`src/rtl/run_sequencer.sv`:
```
// run_sequencer: host-side stage in front of the processor top level.
// One start pulse runs NUM_PROGS programs back-to-back over the req/done
// handshake. For each program it measures the cycle count and aborts the run
// when a program exceeds TIMEOUT cycles.
module run_sequencer #(
    parameter int unsigned NUM_PROGS  = 3,
    parameter int unsigned REQ_CYCLES = 2,
    parameter int unsigned TIMEOUT    = 4096,
    parameter int unsigned CNT_W      = 16,
    localparam int unsigned PW = (NUM_PROGS > 1) ? $clog2(NUM_PROGS) : 1
) (
    input  logic             clk,
    input  logic             reset,
    input  logic             start,
    input  logic             dut_done,
    output logic             dut_req,
    output logic [PW-1:0]    prog_id,
    output logic             busy,
    output logic [CNT_W-1:0] cycles,
    output logic             cycles_valid,
    output logic             timeout,
    output logic             all_done
);

    localparam logic [2:0] S_IDLE   = 3'd0;
    localparam logic [2:0] S_REQ    = 3'd1;
    localparam logic [2:0] S_RUN    = 3'd2;
    localparam logic [2:0] S_GAP    = 3'd3;
    localparam logic [2:0] S_FINISH = 3'd4;

    localparam logic [CNT_W-1:0] REQ_LAST  = CNT_W'(REQ_CYCLES - 1);
    localparam logic [CNT_W-1:0] TO_LAST   = CNT_W'(TIMEOUT - 1);
    localparam logic [PW-1:0]    PROG_LAST = PW'(NUM_PROGS - 1);

    logic             rst_meta_q, rst_n_q;
    logic [2:0]       state_q, state_d;
    logic [PW-1:0]    prog_id_q, prog_id_d;
    logic [CNT_W-1:0] count_q, count_d, count_inc;
    logic [CNT_W-1:0] cycles_q, cycles_d;
    logic             cv_q, cv_d;
    logic             timeout_q, timeout_d;
    logic             dut_req_q, busy_q, all_done_q;

    // Reset synchronizer: assertion propagates asynchronously, release is clocked.
    always_ff @(posedge clk or negedge reset) begin
        if (!reset) begin
            rst_meta_q <= 1'b0;
            rst_n_q    <= 1'b0;
        end else begin
            rst_meta_q <= 1'b1;
            rst_n_q    <= rst_meta_q;
        end
    end

    // Next-state logic for the run FSM, program counter and cycle counter.
    always_comb begin
        state_d   = state_q;
        prog_id_d = prog_id_q;
        count_d   = count_q;
        cycles_d  = cycles_q;
        cv_d      = 1'b0;
        timeout_d = timeout_q;
        count_inc = (count_q == '1) ? count_q : count_q + 1'b1;
        case (state_q)
            S_IDLE: begin
                if (start) begin
                    state_d   = S_REQ;
                    prog_id_d = '0;
                    timeout_d = 1'b0;
                    count_d   = '0;
                end
            end
            S_REQ: begin
                count_d = count_inc;
                if (count_q == REQ_LAST) state_d = S_RUN;
            end
            S_RUN: begin
                count_d = count_inc;
                if (dut_done) begin
                    cycles_d = count_q;
                    cv_d     = 1'b1;
                    state_d  = (prog_id_q == PROG_LAST) ? S_FINISH : S_GAP;
                end else if (count_q == TO_LAST) begin
                    timeout_d = 1'b1;
                    cycles_d  = count_q;
                    cv_d      = 1'b1;
                    state_d   = S_FINISH;
                end
            end
            S_GAP: begin
                // A done left high from the previous program must fall first,
                // otherwise it would end the next program immediately.
                count_d = count_inc;
                if (!dut_done) begin
                    prog_id_d = prog_id_q + PW'(1);
                    count_d   = '0;
                    state_d   = S_REQ;
                end else if (count_q == TO_LAST) begin
                    timeout_d = 1'b1;
                    cycles_d  = count_q;
                    cv_d      = 1'b1;
                    state_d   = S_FINISH;
                end
            end
            S_FINISH: state_d = S_IDLE;
            default:  state_d = S_IDLE;
        endcase
    end

    // State registers; outputs are registered from the next state.
    always_ff @(posedge clk or negedge rst_n_q) begin
        if (!rst_n_q) begin
            state_q    <= S_IDLE;
            prog_id_q  <= '0;
            count_q    <= '0;
            cycles_q   <= '0;
            cv_q       <= 1'b0;
            timeout_q  <= 1'b0;
            dut_req_q  <= 1'b0;
            busy_q     <= 1'b0;
            all_done_q <= 1'b0;
        end else begin
            state_q    <= state_d;
            prog_id_q  <= prog_id_d;
            count_q    <= count_d;
            cycles_q   <= cycles_d;
            cv_q       <= cv_d;
            timeout_q  <= timeout_d;
            dut_req_q  <= (state_d == S_REQ);
            busy_q     <= (state_d != S_IDLE);
            all_done_q <= (state_d == S_FINISH);
        end
    end

    assign dut_req      = dut_req_q;
    assign prog_id      = prog_id_q;
    assign busy         = busy_q;
    assign cycles       = cycles_q;
    assign cycles_valid = cv_q;
    assign timeout      = timeout_q;
    assign all_done     = all_done_q;

endmodule

```
`config.mk`:
```
export PLATFORM = sky130hd
export DESIGN_NAME = run_sequencer
export DESIGN_NICKNAME = d
export VERILOG_FILES = /design/src/rtl/run_sequencer.sv
export SDC_FILE = /design/constraint.sdc
export NUM_CORES = 1
export LEC_CHECK = 0
export ABC_AREA = 0
export CAP_MARGIN = 20
export CORE_UTILIZATION = 40
export CTS_BUF_LIST = sky130_fd_sc_hd__clkbuf_8
export DETAILED_ROUTE_END_ITERATION = 16
export SYNTH_ARGS = -nofsm -noshare
export SYNTH_HDL_FRONTEND = slang
export SYNTH_SLANG_ARGS = --single-unit
```
`constraint.sdc`:
```
create_clock -name clk -period 2.68 [get_ports clk]
set_input_delay 0.67 -clock clk [delete_from_list [all_inputs] [get_ports clk]]
set_output_delay 0.67 -clock clk [all_outputs]
set_load 0.005 [all_outputs]
```
==> out/results.md <==
| Stage | Quantity | Value |
|:---|:---|:---|
| final layout | Storage element area | 1102 µm² |
| logic synthesis | Top post-synthesis cells by area | dfrtp_1 (51%), xor2_1 (4.0%), nor2_1 (4.0%) |
| worst hold path | Launch instance of the worst min-delay path | rst_meta_q |
| logic synthesis | Fraction of synthesized cell area taken by the top area cell type | 0.5084 |
| detailed routing | Number of detailed-route iterations in the first pass | 4 |
| worst setup path | Category of the worst setup path launch point | register |
| placed design | Estimated wirelength of the detail-placed design | 3026 µm |
| logic synthesis | Proportion of register bits with asynchronous set or reset after synthesis | 1.000 |
| clock network | Total setup buffers inserted after CTS | 0 |
| floorplan | Die width | 75.59 µm |
| final layout | Number of diodes added for antenna fixing | 0 |
| floorplan | Area of the die | 5713 µm² |
| logic synthesis | Post-Synth XOR/XNOR Area | 0.04448 |
| logic synthesis | Yosys warning count | 0 |
| logic synthesis | Most frequent cells after synthesis | dfrtp_1 (44), nor2_1 (23), clkbuf_1 (11) |
| worst setup path | Critical path peak fanout | 12 |
| sta | Max frequency | 403.2 MHz |
| clock network | Post-cts repair resize count | 0 |
| detailed routing | Total wire length after detailed routing | 4320 µm |
| clock network | Number of sinks driven by the clock tree | 44 |
| worst setup path | Buffer and inverter count on the worst path | 1 |
| floorplan | I/O Pins | 27 |
| worst setup path | Endpoint type of the worst setup path | register |
| detailed routing | Average wire per cell in the routed design | 14.35 µm |
| clock network | Inserted Clock Buffers | 5 |
| worst setup path | Data required time at the worst endpoint | 2.86 ns |
| logic synthesis | Count of unique library cells instantiated by Yosys | 49 |
| outcome | Run status | finished clean |
| global routing | Initial antenna violation count | 0 |
| global routing | Largest net degree at the start of global routing | 43 |
| logic synthesis | Post-synthesis register bit count | 44 |
| final layout | Fill count | 483 |
| logic synthesis | Adder and majority cell fraction of the synthesized area | 0.01733 |
| clock network | Clock tree root buffer cell | clkbuf_8 |
| logic synthesis | Most frequent cell after synthesis | dfrtp_1 |
| final layout | Final cell count without fillers | 301 |
| global routing | Global route overflow | 0 |
| floorplan | Initial Util | 0.4187 |
| global routing | Global routing usage summed across all routing layers | 0.1747 |
| pwr | Leakage power total | 1.133 nW |
| sta | Setup TNS | 0 ns |
| logic synthesis | Post-Syn Area | 2166 µm² |
| final layout | Ratio of cells with drive above 1 in the final layout | 0.1515 |
| global routing | Via count of the first global-routing pass | 1572 |
| detailed routing | Remaining design rule violation count | 0 |
| logic synthesis | Complex-gate fraction of the synthesized area | 0.1693 |
| sta | Final setup skew | 0.006438 ns |
| placed design | # placed instances | 293 |
| floorplan | Standard cell core area | 5172 µm² |
| logic synthesis | Share of cell area taken by muxes after synthesis | 0.02022 |
| floorplan | Site row count | 26 |
| clock network | CTS tree | yes |
| worst setup path | Slowest cell on crit path | dfrtp_1 |
| logic synthesis | Cell accounting for the most synthesized area | dfrtp_1 |
| worst hold path | Tightest Hold Check Type | register to register |
| final layout | Area used by multi-input combinational logic | 949.7 µm² |
| logic synthesis | Net count after synthesis | 210 |
| final layout | Net count reported at finish | 237 |
| worst setup path | Kind of critical path | register to register |
| sta | Setup repair after global routing missed its margin | no |
| sta | Number of failing hold endpoints at the final stage | 0 |
| worst setup path | Cell Chain, Critical Path | ha_1 > nand4_2 > nor3_1 > a41oi_1 > or3_1 > buf_4 > a221o_2 |
| worst setup path | Maximum single-stage delay on the critical path | 0.43 ns |
| final layout | Synthesis-to-layout area growth | 19.24% |
| logic synthesis | Prevailing post-synth register cell | dfrtp_1 |
| sta | Transition time at the pin with the least slew margin | 0.9888 ns |
| clock network | Clock input transition at the sequential cells of the worst setup and hold paths | 0.08 ns |
| detailed routing | Number of DRC markers in iteration 0 | 80 |
| worst setup path | First element of the critical path | count_q[0] |
| worst setup path | Critical Path AT | 2.66 ns |
| detailed routing | Antenna violation net count after detailed routing | 0 |
| job | # Max-Cap Violations | 0 |
| sta | Portion of the clock cycle consumed by the worst path in the final layout | 0.9253 |
| logic synthesis | Register area share after synthesis | 0.5084 |
| clock network | Clock latency on the worst-skew pair | 0.29 ns |
| clock network | Number of H-tree branching levels | 2 |
| worst setup path | Launch point of the worst reg-to-reg path | count_q[0] |
| clock network | Buffer depth of the longest clock path | 2 |
| logic synthesis | Dominant combinational cell family by area after synthesis | simple AND/OR/NAND/NOR gates |
| logic synthesis | Area share of and/or/nand/nor cells after synthesis | 0.1854 |
| logic synthesis | Gate count after technology mapping | 203 |
| clock network | Number of hold buffers added after CTS | 0 |
| global routing | First-pass GRT wire length | 7465 µm |
| logic synthesis | Number of enable-type register cells in the synthesized netlist | 0 |
| sta | Setup-violating endpoint count in the final report | 0 |
| placed design | RePlAce Congestion | 0.8489 |
| sta | Fin. max-slew vios | 0 |
| worst setup path | Crit path max-delay family | simple AND/OR/NAND/NOR gates |
| pwr | Power density over the cells | 708.1 nW/µm² |
| pwr | VDD IR max | 0.3203 mV |
| sta | Post-layout minimum cycle time | 2.480 ns |
| detailed routing | DR vias/cell | 5.495 |
| logic synthesis | Avg Inst Size Synth | 10.67 µm² |
| floorplan | Die Height | 75.59 µm |
| placed design | Quantity of I/O buffers inserted on ports | 26 |
| detailed routing | Vias after detailed routing | 1654 |
| sta | Normalized max-slew margin | 0.3384 |
-- stage by stage --
stage	total power [mW]	util	area, µm²	hold WS, ns	setup slack, ns
6_report	1.829	0.4993	2582	0.3560	0.2001
3_5_place_dp	1.463	0.4836	2501	0.3419	0.09142
3_3_place_gp	1.460	0.4836	2501	0.3358	0.1319
2_1_floorplan	1.245	-	2166	0.3312	0.1923
5_1_grt	1.958	0.4993	2582	0.3604	0.04605
4_1_cts	1.852	0.4993	2582	0.3595	0.1271
-- cell type report --
cell class / count / share of cell area
Sequential cell: 44 / 0.4268
Multi-Input combinational cell: 136 / 0.3677
Timing Repair Buffer: 36 / 0.1298
Tap cell: 70 / 0.03391
Clock buffer: 5 / 0.02665
Inverter: 7 / 0.01017
Clock inverter: 3 / 0.004845
-- state kept, by name, indices dropped and copies added, names as in the netlist --
register	count
cycles	16
rst_n_q	1
rst_meta_q	1
cycles_valid	1
timeout	1
state_q	3
all_done	1
dut_req	1
count_q	16
busy	1
prog_id	2
-- placed cells by master, fill, tap and decap left out, types with 6 or more instances in the layout --
master,count
a21oi_1,6
buf_4,10
clkdlybuf4s50_1,26
dfrtp_1,43
inv_1,9
nand2_1,9
nor2_1,23
nor4_1,6
xor2_1,10
-- worst register-to-register path, stage by stage, from the launching register on --
cell,delay (ns)
dfrtp_1,0.43
ha_1,0.26
nand4_2,0.20
nor3_1,0.31
a41oi_1,0.23
or3_1,0.37
buf_4,0.19
a221o_2,0.38
-- final timing paths --
kind	to	cells after the start	slack, ns
max	cycles[6]	7	0.20
min	rst_n_q	0	0.36
max reg2reg	cycles[6]	7	0.20
min reg2reg	rst_n_q	0	0.36
max in group asynchronous	count_q[11]	0	1.71
min in group asynchronous	state_q[2]	0	0.40
-- power breakdown --
| part | internal [mW] | switching [mW] | leakage (nW) |
|---|---|---|---|
| clock | 0.175 | 0.207 | 0.0505 |
| sequential | 0.764 | 0.116 | 0.590 |
| combinational | 0.282 | 0.285 | 0.493 |
| total | 1.22 | 0.607 | 1.13 |
-- cells by family (layout without fill, tap and decap cells) --
kind of cell | count (synthesis) | in the layout
xor+xnor | 11 | 11
simple gates | 71 | 71
mux | 4 | 4
compound gates | 46 | 46
flops | 44 | 44
buf+inv | 23 | 51
fa+ha+maj | 3 | 3
other cells | 1 | 1
-- metal layers --
layer  up-vias  wire length [µm]  track usage
met1       792              2066       0.2555
li1        806                 -            -
met2        45              1919       0.2490
met5         -                 0            0
met4         0                82      0.06996
met3        11               251      0.04101
(Power assumes the default switching activity.)
